==> src/rtl/sram_port_arb.sv <==
// Two-requester arbiter for the shared single-port config SRAM, with in-order read return.
// Define SRAM_ARB_FIXED_PRIO_EN for strict port-0 priority; default build is round-robin.
module sram_port_arb #(
   parameter int AW     = 16,
   parameter int DW     = 23,
   parameter int RD_LAT = 2
) (
   input  logic          PCLK,
   input  logic          PRESETn,
   input  logic          m0_req,
   input  logic          m0_we,
   input  logic [AW-1:0] m0_addr,
   input  logic [DW-1:0] m0_wdata,
   output logic          m0_gnt,
   output logic          m0_rvalid,
   output logic [DW-1:0] m0_rdata,
   input  logic          m1_req,
   input  logic          m1_we,
   input  logic [AW-1:0] m1_addr,
   input  logic [DW-1:0] m1_wdata,
   output logic          m1_gnt,
   output logic          m1_rvalid,
   output logic [DW-1:0] m1_rdata,
   output logic          sram_cs,
   output logic          sram_wr,
   output logic [AW-1:0] sram_addr,
   output logic [DW-1:0] sram_wdata,
   input  logic [DW-1:0] sram_rdata,
   output logic [2:0]    rd_pending
);
   localparam int NSTG = RD_LAT + 1;

   genvar gi;

   logic          last_gnt_reg;
   logic          gnt0, gnt1;
   logic          any_gnt, sel_port, sel_we, rd_issue;
   logic [AW-1:0] sel_addr;
   logic [DW-1:0] sel_wdata;

   // Grants stay low while reset is asserted, even with requests pending.
   always_comb begin
      gnt0 = 1'b0;
      gnt1 = 1'b0;
      if (PRESETn) begin
`ifdef SRAM_ARB_FIXED_PRIO_EN
         gnt0 = m0_req;
         gnt1 = m1_req & ~m0_req;
`else
         if (m0_req && m1_req) begin
            gnt0 = last_gnt_reg;
            gnt1 = ~last_gnt_reg;
         end else begin
            gnt0 = m0_req;
            gnt1 = m1_req;
         end
`endif
      end
   end

   assign m0_gnt    = gnt0;
   assign m1_gnt    = gnt1;
   assign any_gnt   = gnt0 | gnt1;
   assign sel_port  = gnt1;
   assign sel_we    = sel_port ? m1_we    : m0_we;
   assign sel_addr  = sel_port ? m1_addr  : m0_addr;
   assign sel_wdata = sel_port ? m1_wdata : m0_wdata;
   assign rd_issue  = any_gnt & ~sel_we;

   always_ff @(posedge PCLK or negedge PRESETn) begin
      if (!PRESETn) begin
         last_gnt_reg <= 1'b1;
      end else if (any_gnt) begin
         last_gnt_reg <= sel_port;
      end
   end

   logic          sram_cs_reg, sram_wr_reg;
   logic [AW-1:0] sram_addr_reg;
   logic [DW-1:0] sram_wdata_reg;

   always_ff @(posedge PCLK or negedge PRESETn) begin
      if (!PRESETn) begin
         sram_cs_reg    <= 1'b0;
         sram_wr_reg    <= 1'b0;
         sram_addr_reg  <= '0;
         sram_wdata_reg <= '0;
      end else begin
         sram_cs_reg <= any_gnt;
         sram_wr_reg <= any_gnt & sel_we;
         if (any_gnt) begin
            sram_addr_reg <= sel_addr;
         end
         if (any_gnt && sel_we) begin
            sram_wdata_reg <= sel_wdata;
         end
      end
   end

   assign sram_cs    = sram_cs_reg;
   assign sram_wr    = sram_wr_reg;
   assign sram_addr  = sram_addr_reg;
   assign sram_wdata = sram_wdata_reg;

   // Tag pipeline: the tail stage lines up with the cycle sram_rdata is valid.
   logic [NSTG-1:0] tag_valid_reg, tag_valid_next;
   logic [NSTG-1:0] tag_port_reg,  tag_port_next;
   logic            tail_valid, tail_port;

   assign tag_valid_next[0] = rd_issue;
   assign tag_port_next[0]  = sel_port;

   generate
      for (gi = 1; gi < NSTG; gi++) begin : g_tag
         assign tag_valid_next[gi] = tag_valid_reg[gi-1];
         assign tag_port_next[gi]  = tag_port_reg[gi-1];
      end
   endgenerate

   always_ff @(posedge PCLK or negedge PRESETn) begin
      if (!PRESETn) begin
         tag_valid_reg <= '0;
         tag_port_reg  <= '0;
      end else begin
         tag_valid_reg <= tag_valid_next;
         tag_port_reg  <= tag_port_next;
      end
   end

   assign tail_valid = tag_valid_reg[NSTG-1];
   assign tail_port  = tag_port_reg[NSTG-1];

   logic          m0_rvalid_reg, m1_rvalid_reg;
   logic [DW-1:0] m0_rdata_reg, m1_rdata_reg;

   always_ff @(posedge PCLK or negedge PRESETn) begin
      if (!PRESETn) begin
         m0_rvalid_reg <= 1'b0;
         m1_rvalid_reg <= 1'b0;
         m0_rdata_reg  <= '0;
         m1_rdata_reg  <= '0;
      end else begin
         m0_rvalid_reg <= tail_valid & ~tail_port;
         m1_rvalid_reg <= tail_valid & tail_port;
         if (tail_valid && !tail_port) begin
            m0_rdata_reg <= sram_rdata;
         end
         if (tail_valid && tail_port) begin
            m1_rdata_reg <= sram_rdata;
         end
      end
   end

   assign m0_rvalid = m0_rvalid_reg;
   assign m1_rvalid = m1_rvalid_reg;
   assign m0_rdata  = m0_rdata_reg;
   assign m1_rdata  = m1_rdata_reg;

   // Retire is counted on the edge that raises rvalid, so pending drops in the rvalid cycle.
   logic [2:0] rd_pending_reg, rd_pending_next;

   always_comb begin
      rd_pending_next = rd_pending_reg;
      case ({rd_issue, tail_valid})
         2'b10:   rd_pending_next = rd_pending_reg + 3'd1;
         2'b01:   rd_pending_next = rd_pending_reg - 3'd1;
         default: rd_pending_next = rd_pending_reg;
      endcase
   end

   always_ff @(posedge PCLK or negedge PRESETn) begin
      if (!PRESETn) begin
         rd_pending_reg <= '0;
      end else begin
         rd_pending_reg <= rd_pending_next;
      end
   end

   assign rd_pending = rd_pending_reg;

endmodule

==> config.mk <==
export PLATFORM = sky130hd
export DESIGN_NAME = sram_port_arb
export DESIGN_NICKNAME = d
export VERILOG_FILES = /design/src/rtl/sram_port_arb.sv
export SDC_FILE = /design/constraint.sdc
export NUM_CORES = 1
export LEC_CHECK = 0
export ABC_AREA = 0
export ABC_CLOCK_PERIOD_IN_PS = 5300
export BUFFER_PORTS_ARGS = -buffer_cell sky130_fd_sc_hd__buf_2
export CAP_MARGIN = 10
export CORE_MARGIN = 2
export CORE_UTILIZATION = 50
export DETAILED_ROUTE_END_ITERATION = 8
export PLACE_DENSITY_LB_ADDON = 0.25
export SYNTH_ARGS = -nofsm -noshare
export SYNTH_HDL_FRONTEND = slang
export SYNTH_SLANG_ARGS = --single-unit
==> constraint.sdc <==
create_clock -name PCLK -period 5.3 [get_ports PCLK]
set_input_delay 0.265 -clock PCLK [delete_from_list [all_inputs] [get_ports PCLK]]
set_output_delay 0.265 -clock PCLK [all_outputs]
set_load 0.03 [all_outputs]
Yosys cells after proc, flatten, opt, wreduce, memory -nomap -nowiden. Index checks and enable logic that the tools add are counted.

Register bits: 99. Output and inout port bits: 94. Logic and storage cells: 38.

Add/subtract/negate cells: 2. Equal/unequal tests: 2. Muxes and demuxes: 8. Bitwise gates (word level): 8. Reductions and logical operators: 6.

Operators by type and width (count): $mux W23 (1); $mux W16 (1); $pmux W3 S2 (1); $mux W1 (5); $and A1 B1 Y1 (4); $logic_and A1 B1 Y1 (4); $add A3 B1 Y3 const B (1); $not A1 Y1 (3); $sub A3 B1 Y3 const B (1); $eq A2 B1 Y1 const B (1); $eq A2 B2 Y1 const B (1); $reduce_bool A2 Y1 (1); $logic_not A1 Y1 (1); $or A1 B1 Y1 (1).

Longest topological paths before layout.
Word-level depth: 8. Gate-level depth with buffers: 11. Gate-level depth less buffers: 10.

Worst setup path after synthesis. Ideal clock, no wire load.

Kind: register -> register. Start point: register last_gnt_reg. End point: register rd_pending_reg[2], in the netlist rd_pending[2]. Data arrival time: 1.973 ns. Setup slack: 3.247 ns. Stages on the path, launching flop included: 12. Buffers on the path: 1. Path through: dfstp_2 > nand2_2 > nand3_4 > buf_6 > mux2i_1 > nand2_1 > ha_1 > inv_1 > fa_1 > xor2_1 > nor2_1 > xor2_1.

Longest elaborated chain between the ends: 8. Elaborated cells on any way between the ends: 13. Classes of those cells: eq/ne (2); mux (6); bitwise (4); reduce/logical (1).

Ends and longest elaborated chain: from (decl) (line 35) `logic last_gnt_reg;`; from (signal assigned) (line 74) `last_gnt_reg <= sel_port;`; $not A1 Y1 (line 52) `gnt1 = ~last_gnt_reg;`; $mux W1 (line 50) `if (m0_req && m1_req) begin`; $mux W1 (line 45) `if (PRESETn) begin`; $mux W1 (line 65) `assign sel_we = sel_port ? m1_we : m0_we;`; $not A1 Y1 (line 68) `assign rd_issue = any_gnt & ~sel_we;`; $and A1 B1 Y1 * (line 68); $eq A2 B1 Y1 or $eq A2 B2 Y1 (tied branches) (line 164) `case ({rd_issue, tail_valid})`; $pmux W3 S2 or $reduce_bool A2 Y1 (tied branches); to (signal assigned) (line 175) `rd_pending_reg <= rd_pending_next;`; to (decl) (line 160) `logic [2:0] rd_pending_reg, rd_pending_next;`.

Mark *: on every way between the ends. The rest lies on a longest branch, timed or not. A chain may end at the register's enable or synchronous reset.

Final worst setup path.
Start point: input port PRESETn. End point: register rd_pending_reg[2], in the netlist rd_pending[2].

Longest elaborated chain between the ends: 6. Elaborated cells on any way between the ends: 10. Classes of those cells: eq/ne (2); mux (4); bitwise (3); reduce/logical (1).

Ends and longest elaborated chain: from (decl) (line 9) `input logic PRESETn,`; $mux W1 (line 45); $mux W1 (line 65); $not A1 Y1 (line 68); $and A1 B1 Y1 * (line 68); $eq A2 B1 Y1 or $eq A2 B2 Y1 (tied branches) (line 164); $pmux W3 S2 or $reduce_bool A2 Y1 (tied branches).

Marks and branches as above.

==> impl_metrics.ini <==
[run_status]
status = complete, no violations

[route]
drc_errors = 0
vias_per_cell = 4.83
drt_first_pass_iters = 4
first_iter_violations = 35
avgRoutedWirePerCell_um = 14.2
final_antenna_net_count = 0
via_count = 2861
wl_um = 8430

[clock_tree]
cts-root-buf = clkbuf_8
cts-htree-levels = 3
clock-sinks = 99
cts_max_path_buffers = 2
insertion_delay_ns = 0.35
cts_tree = built
cts_buffers = 9
clk_pin_slew_ns = 0.11

[logic_synthesis]
syn_area_per_cell_um2 = 14.6
yosys.cell_types.count = 26
synth_cells = 282
ys_seq_area_frac = 0.602
syn_area_um2 = 4120
yosys_register_bits = 99
yosysWarnings = 0
syn_nets = 391

[floorplan]
fp-row-count = 33
die_x_um = 94.8
design.die.area_um2 = 8980
io_pins = 201
die_h_um = 94.8
initial_utilization = 0.509
fp.coreArea_um2 = 8090

[global_route]
grt_max_degree = 72
grt_pass1_wl_um = 13000
grt_pass1_vias = 2743
antenna_found_initial = 0
track_usage = 0.188
grt-ovfl-total = 0

[critical_path]
critPathMostFrequentCell = xor2_1
crit_fanout = 42
crit_path_top_delay_cell = nand3_4
cp-startpoint = PRESETn
slowest_delay_ns = 0.60
worst_ep_arrival_time_ns = 3.27
crit_type = in2reg
crit_path_end_kind = flop
start_kind = input pin
cp_num_buf_inv = 3
required_ns = 5.58
path_cells = dlygate4sd3_1, buf_4, nand3_4, mux2i_1, nand2_1, ha_1, inv_1, fa_1, xor2_1, nor2_1, xor2_1
r2r_start = last_gnt_reg
crit_family = buffers and inverters

[place]
port_buffers = 200
place_ws_ns = 2.48
place.gp.congestion = 0.757
dp.cells = 575
dp.final_hpwl_um = 6320

[timing]
fin_setup_tns_ns = 0
max_freq_ghz = 0.335
fin_ws_ns = 2.31
fin_crit_sh = 0.564
slew_viol_final = 0
hold_viol = 0
worst_slew_pin_slew_ns = 1.07
rsz0062_at_grt = no
setup_viol = 0
period_needed_ns = 2.99
skew_ns = 0.0127
relSlewSlack = 0.286

[power_and_ir_drop]
switching_power_mw = 0.879
p_seq_frac = 0.441
internal_power_mw = 1.41
peakVddDrop_v = 0.000203
clockPowerShare = 0.201
swShare = 0.384
power_density_nw_per_um2 = 425
combPwrFrac = 0.358
leakagePower_nw = 2.79

[finish]
fillCellCount = 646
finalNetCount = 591
diodes = 0
layout-drive-gt1-share = 0.645
fin_cells = 592
area_growth_pct = 30.5

[worst_hold_path]
min_path_type = in2reg
hold_start = sram_rdata[7]

[flow_run]
cap_viol_max_count = 0
==> repair_timing <==
| item | in CTS | in global routing |
|---|---|---|
| hold endpoints to repair | 27 | 0 |
| setup buffers | 0 | 0 |
| gates resized for setup | 0 | 0 |
| hold buffers | 1 | 0 |
==> cells in the final DEF, fill, tap and decap left out, drive strengths merged <==
cell         Yosys  routed
nor2b            1       1
dfstp            1       1
dfrtp           98      98
and3             1       1
clkinv           0       2
xnor2            1       1
ha               1       1
nand3            1       1
nand2b           1       1
nand4            1       1
mux2i           17      17
and2             1       1
fa               1       1
a21boi           1       1
inv              7      10
nor2             1       1
clkbuf           4      10
buf             10     202
clkinvlp         0       1
nand2           22      22
dlygate4sd3      0       1
xor2             2       2
mux2            92      92
o21ai           18      18
==> cell usage after synthesis <==
library cell,number,share of area
nor2_1,1,0.00091
and3_1,1,0.0015
mux2_2,89,0.24
xor2_1,2,0.0043
inv_1,6,0.0055
nand2_2,1,0.0015
buf_6,6,0.016
mux2i_1,17,0.041
o21ai_1,1,0.0012
nand2b_1,1,0.0015
o21ai_0,17,0.021
mux2_1,3,0.0082
and2_1,1,0.0015
a21boi_4,1,0.0046
dfstp_2,1,0.0064
dfrtp_1,98,0.60
ha_1,1,0.0030
fa_1,1,0.0049
xnor2_1,1,0.0021
nand2_1,21,0.019
nand3_4,1,0.0043
nand4_1,1,0.0015
nor2b_1,1,0.0015
clkbuf_1,4,0.0036
buf_2,4,0.0049
inv_2,1,0.00091
==> power by group through the flow <==
stage	sequential [mW]	clock, mW	combinational (mW)
after global placement	1.02	0	0.809
after global routing	1.03	0.510	0.873
after floorplan	1.36	0	0.215
final	1.01	0.460	0.818
after detailed placement	1.02	0	0.827
after CTS	1.01	0.472	0.828
==> stage by stage <==
step	cell area [um^2]	utilization	hold slack (ns)	power (mW)
5_1_grt	5380	0.664	0.129	2.41
4_1_cts	5380	0.664	0.142	2.31
3_5_place_dp	5170	0.639	0.235	1.85
6_report	5380	0.664	0.155	2.29
2_1_floorplan	4120	-	-0.0306	1.57
3_3_place_gp	5170	0.639	0.230	1.83
==> logic make-up (layout without fill, tap and decap cells) <==
kind of cell             after synthesis  after routing  synth area share
XOR/XNOR                               3              3           0.00638
flip-flops                            99             99             0.602
adder cells (fa/ha/maj)                2              2           0.00790
AND/OR/NAND/NOR                       29             29            0.0334
multiplexers                         109            109             0.293
AO/OA/AOI/OAI                         19             19            0.0264
buffers and inverters                 21            226            0.0313
==> routing by layer <==
layer  global-route usage  up-vias  routed length [um]
li1                     -     1373                   -
met1                0.250     1342                3660
met2                0.297      130                3910
met3               0.0471       16                 685
met4               0.0737        0                 174
met5                    0        -                   0
==> worst paths after layout <==
path | to | slack [ns] | cells past startpoint
worst max-delay path | rd_pending[2] | 2.31 | 11
max in group asynchronous | m0_rdata[5] | 3.65 | 3
worst min-delay path | m0_rdata[7] | 0.16 | 2
min in group asynchronous | sram_addr[7] | 0.45 | 2
worst max register to register | rd_pending[2] | 2.79 | 10
worst min register to register | tag_valid_reg[1] | 0.35 | 0
==> area by class of cell <==
class                           count  area (um^2)  area share
Clock buffer                       10          138      0.0256
Sequential cell                    99         2480       0.461
Inverter                            7         26.3     0.00489
Tap cell                          105          131      0.0244
Timing Repair Buffer              203         1030       0.191
Multi-Input combinational cell    162         1520       0.282
Clock inverter                      6         56.3      0.0105
Note: power is estimated with default switching activity, not from simulation.
